$ cat src/rtl/fp_adder_pkg.sv
// Shared definitions for the FP adder normaliser: result flag bit positions and
// the leading-one-position to left-shift mapping.
package fp_adder_pkg;

    localparam int unsigned FLAG_W      = 3;
    localparam int unsigned FLAG_ZERO   = 0;
    localparam int unsigned FLAG_UFLOW  = 1;
    localparam int unsigned FLAG_DENORM = 2;

    // A leading one at index pos-1 needs width-pos left shifts to reach the MSB.
    function automatic int unsigned pos_to_shift(input int unsigned pos,
                                                 input int unsigned width);
        return width - pos;
    endfunction

endpackage

$ cat src/rtl/fp_lzd.sv
// Combinational leading-one detector: returns highest set bit index + 1, or 0
// when the input is all zeros.
module fp_lzd #(
    parameter int unsigned WIDTH = 24,
    parameter int unsigned POS_W = $clog2(WIDTH + 1)
) (
    input  logic [WIDTH-1:0] mant,
    output logic [POS_W-1:0] pos
);

    always_comb begin
        pos = '0;
        // Ascending scan, so the highest set bit is the last to write pos.
        for (int i = 0; i < int'(WIDTH); i++) begin
            if (mant[i]) begin
                pos = POS_W'(i + 1);
            end
        end
    end

endmodule

$ cat src/rtl/fp_adder_normalizer.sv
// Two-stage valid/ready mantissa normaliser. Defining FP_ADDER_NORMALIZER_DENORM_EN
// produces denormal results on underflow instead of flushing them to zero.
module fp_adder_normalizer
    import fp_adder_pkg::*;
#(
    parameter  int unsigned WIDTH = 24,
    parameter  int unsigned EXP_W = 8,
    localparam int unsigned POS_W = $clog2(WIDTH + 1)
) (
    input  logic             clk,
    input  logic             rst,
    input  logic             in_valid,
    output logic             in_ready,
    input  logic [WIDTH-1:0] in_mant,
    input  logic [EXP_W-1:0] in_exp,
    output logic             out_valid,
    input  logic             out_ready,
    output logic [WIDTH-1:0] out_mant,
    output logic [EXP_W-1:0] out_exp,
    output logic [POS_W-1:0] out_pos,
    output logic             out_zero,
    output logic             out_uflow,
    output logic             out_denorm
);

    logic             s1_valid;
    logic [WIDTH-1:0] s1_mant;
    logic [EXP_W-1:0] s1_exp;
    logic [POS_W-1:0] s1_pos;
    logic [POS_W-1:0] s1_shift;
    logic [POS_W-1:0] lzd_pos;

    logic              s2_valid;
    logic [FLAG_W-1:0] flags_q;
    logic [FLAG_W-1:0] flags_d;
    logic [WIDTH-1:0]  mant_d;
    logic [EXP_W-1:0]  exp_d;
    logic              s1_uflow;

    logic s1_adv;
    logic s2_adv;

    assign s2_adv   = !s2_valid || out_ready;
    assign s1_adv   = !s1_valid || s2_adv;
    assign in_ready = s1_adv;

    fp_lzd #(
        .WIDTH (WIDTH),
        .POS_W (POS_W)
    ) u_lzd (
        .mant (in_mant),
        .pos  (lzd_pos)
    );

    always_ff @(posedge clk) begin
        if (rst) begin
            s1_valid <= 1'b0;
            s1_mant  <= '0;
            s1_exp   <= '0;
            s1_pos   <= '0;
            s1_shift <= '0;
        end else if (s1_adv) begin
            s1_valid <= in_valid;
            if (in_valid) begin
                s1_mant  <= in_mant;
                s1_exp   <= in_exp;
                s1_pos   <= lzd_pos;
                s1_shift <= POS_W'(pos_to_shift(32'(lzd_pos), WIDTH));
            end
        end
    end

    // Result exponent would be below 1.
    assign s1_uflow = (32'(s1_shift) >= 32'(s1_exp));

`ifdef FP_ADDER_NORMALIZER_DENORM_EN
    logic [EXP_W-1:0] denorm_shift;
    assign denorm_shift = (s1_exp == '0) ? '0 : s1_exp - EXP_W'(1);
`endif

    always_comb begin
        flags_d = '0;
        mant_d  = s1_mant << s1_shift;
        exp_d   = s1_exp - EXP_W'(s1_shift);
        if (s1_mant == '0) begin
            mant_d             = '0;
            exp_d              = '0;
            flags_d[FLAG_ZERO] = 1'b1;
        end else if (s1_uflow) begin
`ifdef FP_ADDER_NORMALIZER_DENORM_EN
            mant_d               = s1_mant << denorm_shift;
            exp_d                = '0;
            flags_d[FLAG_DENORM] = 1'b1;
`else
            mant_d              = '0;
            exp_d               = '0;
            flags_d[FLAG_UFLOW] = 1'b1;
`endif
        end
    end

    always_ff @(posedge clk) begin
        if (rst) begin
            s2_valid <= 1'b0;
            out_mant <= '0;
            out_exp  <= '0;
            out_pos  <= '0;
            flags_q  <= '0;
        end else if (s2_adv) begin
            s2_valid <= s1_valid;
            if (s1_valid) begin
                out_mant <= mant_d;
                out_exp  <= exp_d;
                out_pos  <= s1_pos;
                flags_q  <= flags_d;
            end
        end
    end

    assign out_valid  = s2_valid;
    assign out_zero   = flags_q[FLAG_ZERO];
    assign out_uflow  = flags_q[FLAG_UFLOW];
    assign out_denorm = flags_q[FLAG_DENORM];

endmodule

$ cat config.mk
export PLATFORM = sky130hd
export DESIGN_NAME = fp_adder_normalizer
export DESIGN_NICKNAME = d
export VERILOG_FILES = /design/src/rtl/fp_adder_pkg.sv /design/src/rtl/fp_lzd.sv /design/src/rtl/fp_adder_normalizer.sv
export SDC_FILE = /design/constraint.sdc
export NUM_CORES = 1
export LEC_CHECK = 0
export ABC_AREA = 1
export CORE_ASPECT_RATIO = 1.1
export CORE_MARGIN = 3
export CORE_UTILIZATION = 57
export DETAILED_ROUTE_END_ITERATION = 10
export GPL_TIMING_DRIVEN = 1
export PLACE_DENSITY = 0.88
export SKIP_CTS_REPAIR_TIMING = 1
export SYNTH_ARGS = -nofsm -noshare
export SYNTH_HDL_FRONTEND = slang
export SYNTH_SLANG_ARGS = --single-unit
$ cat constraint.sdc
create_clock -name clk -period 3.9 [get_ports clk]
set_clock_uncertainty 0.2 [all_clocks]
set_input_delay 0.78 -clock clk [delete_from_list [all_inputs] [get_ports clk]]
set_output_delay 0.78 -clock clk [all_outputs]
set_load 0.02 [all_outputs]
* Yosys cells after proc, flatten, opt, wreduce, memory -nomap -nowiden
Cells that the tools add are included.
** Storage, ports and cells
- Input bits :: 36
- Logic and storage cells :: 52
- Register bits after elaboration :: 83
- Output and inout port bits :: 42
** Cells by class
- Mux-type cells :: 31
- Shift-type cells :: 1
- Reductions and logical operators :: 7
- Add/sub/neg operators :: 2
- Order comparisons :: 1
** Operators with widths (number)
- 24-bit two-way mux :: 2
- 5-bit two-way mux :: 9
- 4-bit two-way mux :: 8
- 24-bit zero test :: 1
- 24-bit by 5-bit << shifter with 24-bit output :: 1
- 8-bit two-way mux :: 2
- 3-bit two-way mux :: 4
- 5-bit by 8-bit >= comparator with 1-bit output :: 1
- 8-bit by 5-bit subtractor with 8-bit output :: 1
- 5-bit subtractor (first input constant) :: 1
- 1-bit two-way mux :: 4
- 2-bit two-way mux :: 2
- 2-bit AND reduction :: 2
- 1-bit zero test :: 2
- 1-bit logical OR :: 2

* Logic depth before layout (Yosys ltp)
- Depth in word-level cells :: 25
- Depth in mapped cells :: 29
- Gate-level depth less buffers :: 29

* Cells and area by module
From an unflattened synthesis, not the netlist that was laid out.
** Second synthesis, totals
- Cells, all modules :: 757
- Area, all modules :: 4780.8 um2
** By module, submodules not included
- fp_adder_normalizer :: seq. area each 1641.6 um2, area an instance 4413.0 um2, instances 1, cells an instance 683
- fp_lzd :: seq. area each 0.0 um2, area an instance 367.9 um2, instances 1, cells an instance 74

* Worst setup path after synthesis
Ideal clock, no wire load.
- Kind :: input -> register
- Start point :: in in_mant[1]
- End point :: reg s1_shift[4]
- Arrival time :: 2.406 ns
- Data required time :: 3.605 ns
- Stages :: 29
- Setup slack :: 1.198 ns
- Path buffers :: 0
- Cell sequence :: inv_2 > nand2_2 > nand2_1 > nand2_1 > nand2_1 > nand2_1 > nand2_1 > nand2_1 > nand2_1 > nand2_1 > nand2_1 > nand2_1 > nand2_1 > nand2_1 > nand2_1 > nand2_1 > nand2_1 > nand2_1 > nand2_1 > nand2_1 > nand2_1 > nand2_1 > nand2_1 > nand2_2 > ha_1 > inv_1 > o21ai_0 > nand2_1 > a221oi_1
** Between the ends
- Word-level cells in the longest chain between the ends :: 24
** RTL lines
- start, declared :: line fp_adder_normalizer.sv:14 : input logic [WIDTH-1:0] in_mant,
- 2-bit two-way mux (2 in series) :: line fp_lzd.sv:15 : if (mant[i]) begin
- 3-bit two-way mux (4 in series) :: line fp_lzd.sv:15
- 4-bit two-way mux (8 in series) :: line fp_lzd.sv:15
- 5-bit two-way mux (9 in series) :: line fp_lzd.sv:15
- 5-bit subtractor :: line fp_adder_pkg.sv:13 : return width - pos;
- end signal, assigned :: line fp_adder_normalizer.sv:68 : s1_shift <= POS_W'(pos_to_shift(32'(lzd_pos), WIDTH));
- end, declared :: line fp_adder_normalizer.sv:30 : logic [POS_W-1:0] s1_shift;
No other way between the ends.
A chain may end at the register's enable or synchronous reset.

* Worst setup path in the final report
- Start point :: reg s1_shift[4]
- End point :: reg out_mant[20]
** Between the ends
- Word-level cells in the longest chain between the ends :: 3
** RTL lines
- 5-bit by 8-bit >= comparator with 1-bit output or 24-bit by 5-bit << shifter with 24-bit output (tied branches) :: line fp_adder_normalizer.sv:74, fp_adder_normalizer.sv:83
- 24-bit two-way mux * :: line fp_adder_normalizer.sv:89 : end else if (s1_uflow) begin
- 24-bit two-way mux * :: line fp_adder_normalizer.sv:85 : if (s1_mant == '0) begin
- end signal, assigned :: line fp_adder_normalizer.sv:112 : out_mant <= mant_d;
- end, declared :: line fp_adder_normalizer.sv:18 : output logic [WIDTH-1:0] out_mant,
Every way passes the cells marked *; elsewhere a longest branch is shown, timed or not.

==> run metrics <==
worst path required time 3990 ps; Mapped Cells 676; gr ovfl total 0; total global-route track usage 25.31%; Yosys reg bits 82; clock buffers created by TritonCTS 9; vias per cell 5.423; CTS Buffer Depth 2; reg2reg end out_mant[20]; area of the multi-input gates 0.002323 mm²; Hold Path Class reg2reg; Final setup violation count 0; total nets after synthesis 719; Antenna Violating Nets Remaining 0; IO Count 78; Tmin final 3151 ps; Finished Core Util 71.83%; initial antenna violation count 0; 1st-iter DRT viols 338; startpoint types flip-flop; Core Area 0.007515 mm²; worst hold start out_mant[5]; detailed-route via count 4561; Leakage 2.257 nW; top cell type's share of synthesized area 36.92%; Final Power 2.028 mW; final hold violation count 0; CP Capture Type flip-flop; Die Width 90.22 µm; share of layout cells above drive strength 1 5.163%; PwrDens 375.7 mW/mm²; Worst Path Max Fanout 17; Finished Layout Cells 841; leading area contributor after synthesis dfxtp_1; Root Driver clkbuf_8; clk slew on worst S/H paths 100 ps; Slew HR 33.41%; Hold Path Cell Cnt 2; fmax 317.3 MHz; reg2reg start s1_shift[4]; fill cell count 644; Placer Congestion 0.9215; largest net degree at the start of global routing 60; DR DRC count 0; post-synthesis average cell area 6.578 µm²; Area contributors post-synth dfxtp_1 37%, nand2_1 15%, o21ai_0 11%; sequential fraction of the synthesis area 36.92%; total negative slack 0 ps; RSZ-0062 raised after global routing no; hold worst-path end out_mant[5]; mapped cell area 0.004447 mm²; n_diodes 0; Layout Area Growth over Synthesis 21.38%; Worst Path Arrival 3240 ps; WL final 11480 µm; DR WL/cell 13.65 µm; final period utilization 80.81%; count of nets after finishing 774; PortBufs 76; worst reg2reg setup slack 750 ps; CTS tree built; first-pass GRT wire length 18570 µm; Synth warnings 0; die height 98.64 µm; DRT Pass-1 Iters 5; outcome finished, final reports clean; Clk Latency, worst-skew pair 360 ps; post-synth cell types 37; clock sink total 82; worst-margin pin slew 997.7 ps; VDD IR max 0.0002446 V; Worst Setup SP s1_shift[4]; vias in the first global route 4165; die area 0.008898 mm²; Final Slew Violations 0; area occupied by registers 0.001642 mm²; placed insts 825; r2r worst-path depth 10; hpwl dp 8670 µm; num rows 33; critical path class reg2reg; maxcap violations 0; CTS H-tree lvls 3; Initial Util 59.17%
==> where the power goes <==
group | total [mW] | internal (mW) | leakage, nW | switching [mW]
Clock | 0.579 | 0.242 | 0.0930 | 0.337
Combinational | 0.525 | 0.201 | 1.49 | 0.323
Sequential | 0.923 | 0.892 | 0.675 | 0.0310
==> per-layer routing <==
metal	part of all wire [%]	up-vias	track usage [%]
met3	5.8	20	3.053
li1	-	2330	-
met2	49	150	46.03
met5	0	-	0
met1	43	2061	30.91
met4	1.8	0	8.834
==> synth_stat cells <==
cell type,number
a21oi_1,76
o21ai_1,2
buf_6,1
nor2_1,41
a211oi_1,2
buf_4,3
inv_2,5
o21ai_0,94
ha_1,6
or2_2,3
o41ai_1,1
inv_1,67
nor2_2,1
o221ai_1,2
clkinv_1,2
a221oi_1,3
o211ai_1,10
dlygate4sd1_1,1
o311ai_0,1
nand4_1,6
xor2_1,3
nand2_2,2
clkbuf_8,1
clkdlybuf4s50_2,1
nor3_1,5
conb_1,1
fa_1,1
a31oi_1,3
nand3_1,20
o22ai_1,1
clkbuf_1,31
nor3_4,1
mux2i_1,9
nand2_1,180
dfxtp_1,82
nor4_1,4
buf_2,4
==> cell usage in the layout, fill, tap and decap left out, types with 4 or more instances in the layout <==
| cell type | instances |
|---|---|
| o21ai_0 | 94 |
| inv_2 | 5 |
| a21oi_1 | 76 |
| nor4_1 | 4 |
| buf_4 | 10 |
| inv_1 | 67 |
| ha_1 | 6 |
| clkdlybuf4s50_1 | 76 |
| dfxtp_1 | 82 |
| nand4_1 | 6 |
| nor3_1 | 5 |
| mux2i_1 | 9 |
| nand3_1 | 20 |
| nor2_1 | 41 |
| clkbuf_8 | 9 |
| o211ai_1 | 10 |
| nand2_1 | 180 |
==> through the flow <==
step	hold WS, ps	setup slack, ps	instance area [µm²]
4_1_cts	268.4	782.5	5398
5_1_grt	281.3	460.9	5398
6_report	268.7	748.5	5398
3_5_place_dp	254.4	435.1	5210
3_3_place_gp	245.4	561.4	5210
2_1_floorplan	229.4	1198	4447
==> state kept, by name, indices dropped and copies added, names as in the netlist <==
signal / cells
s1_valid: 1
s1_mant: 24
flags_q: 2
s1_exp: 8
out_mant: 24
out_valid: 1
s1_pos: 5
s1_shift: 4
out_pos: 5
out_exp: 8
==> worst max path at each step <==
| stage | cells past startpoint | end |
|---|---|---|
| 6_report | 10 | out_mant[20] |
| 4_1_cts | 10 | out_mant[20] |
| 3_5_place_dp | 30 | s1_shift[4] |
| 3_3_place_gp | 30 | s1_shift[4] |
| 5_1_grt | 30 | s1_shift[4] |
| 2_1_floorplan | 29 | s1_shift[4] |
==> cell type report <==
type / count / area share (%)
multi-input cells: 478 / 43.05
flip-flops and latches: 82 / 30.41
inverters: 74 / 5.146
repair buffers: 86 / 15.48
clock inverters: 7 / 1.182
clock buffers: 9 / 2.295
well taps: 105 / 2.434
==> worst max-delay path, stage by stage, from the launching register on <==
cell and delay, ps:
dfxtp_1 450, clkinv_1 470, ha_1 550, nand2_1 110, nand2_1 120, o21ai_1 80
nand3_1 80, inv_2 60, nor2_2 460, o221ai_1 290, a21oi_1 190
==> logic make-up after synthesis <==
kind of cell               share of synthesized area (%)
DFF                                                36.92
AOI/OAI and AO/OA                                  23.33
muxes                                              2.026
xor gates and xnor gates                          0.5910
buffers and inverters                              10.83
adders and majority gates                          2.138
other                                            0.08433
and+or+nand+nor                                    24.09
No activity file was read; power rests on OpenSTA's default activity.
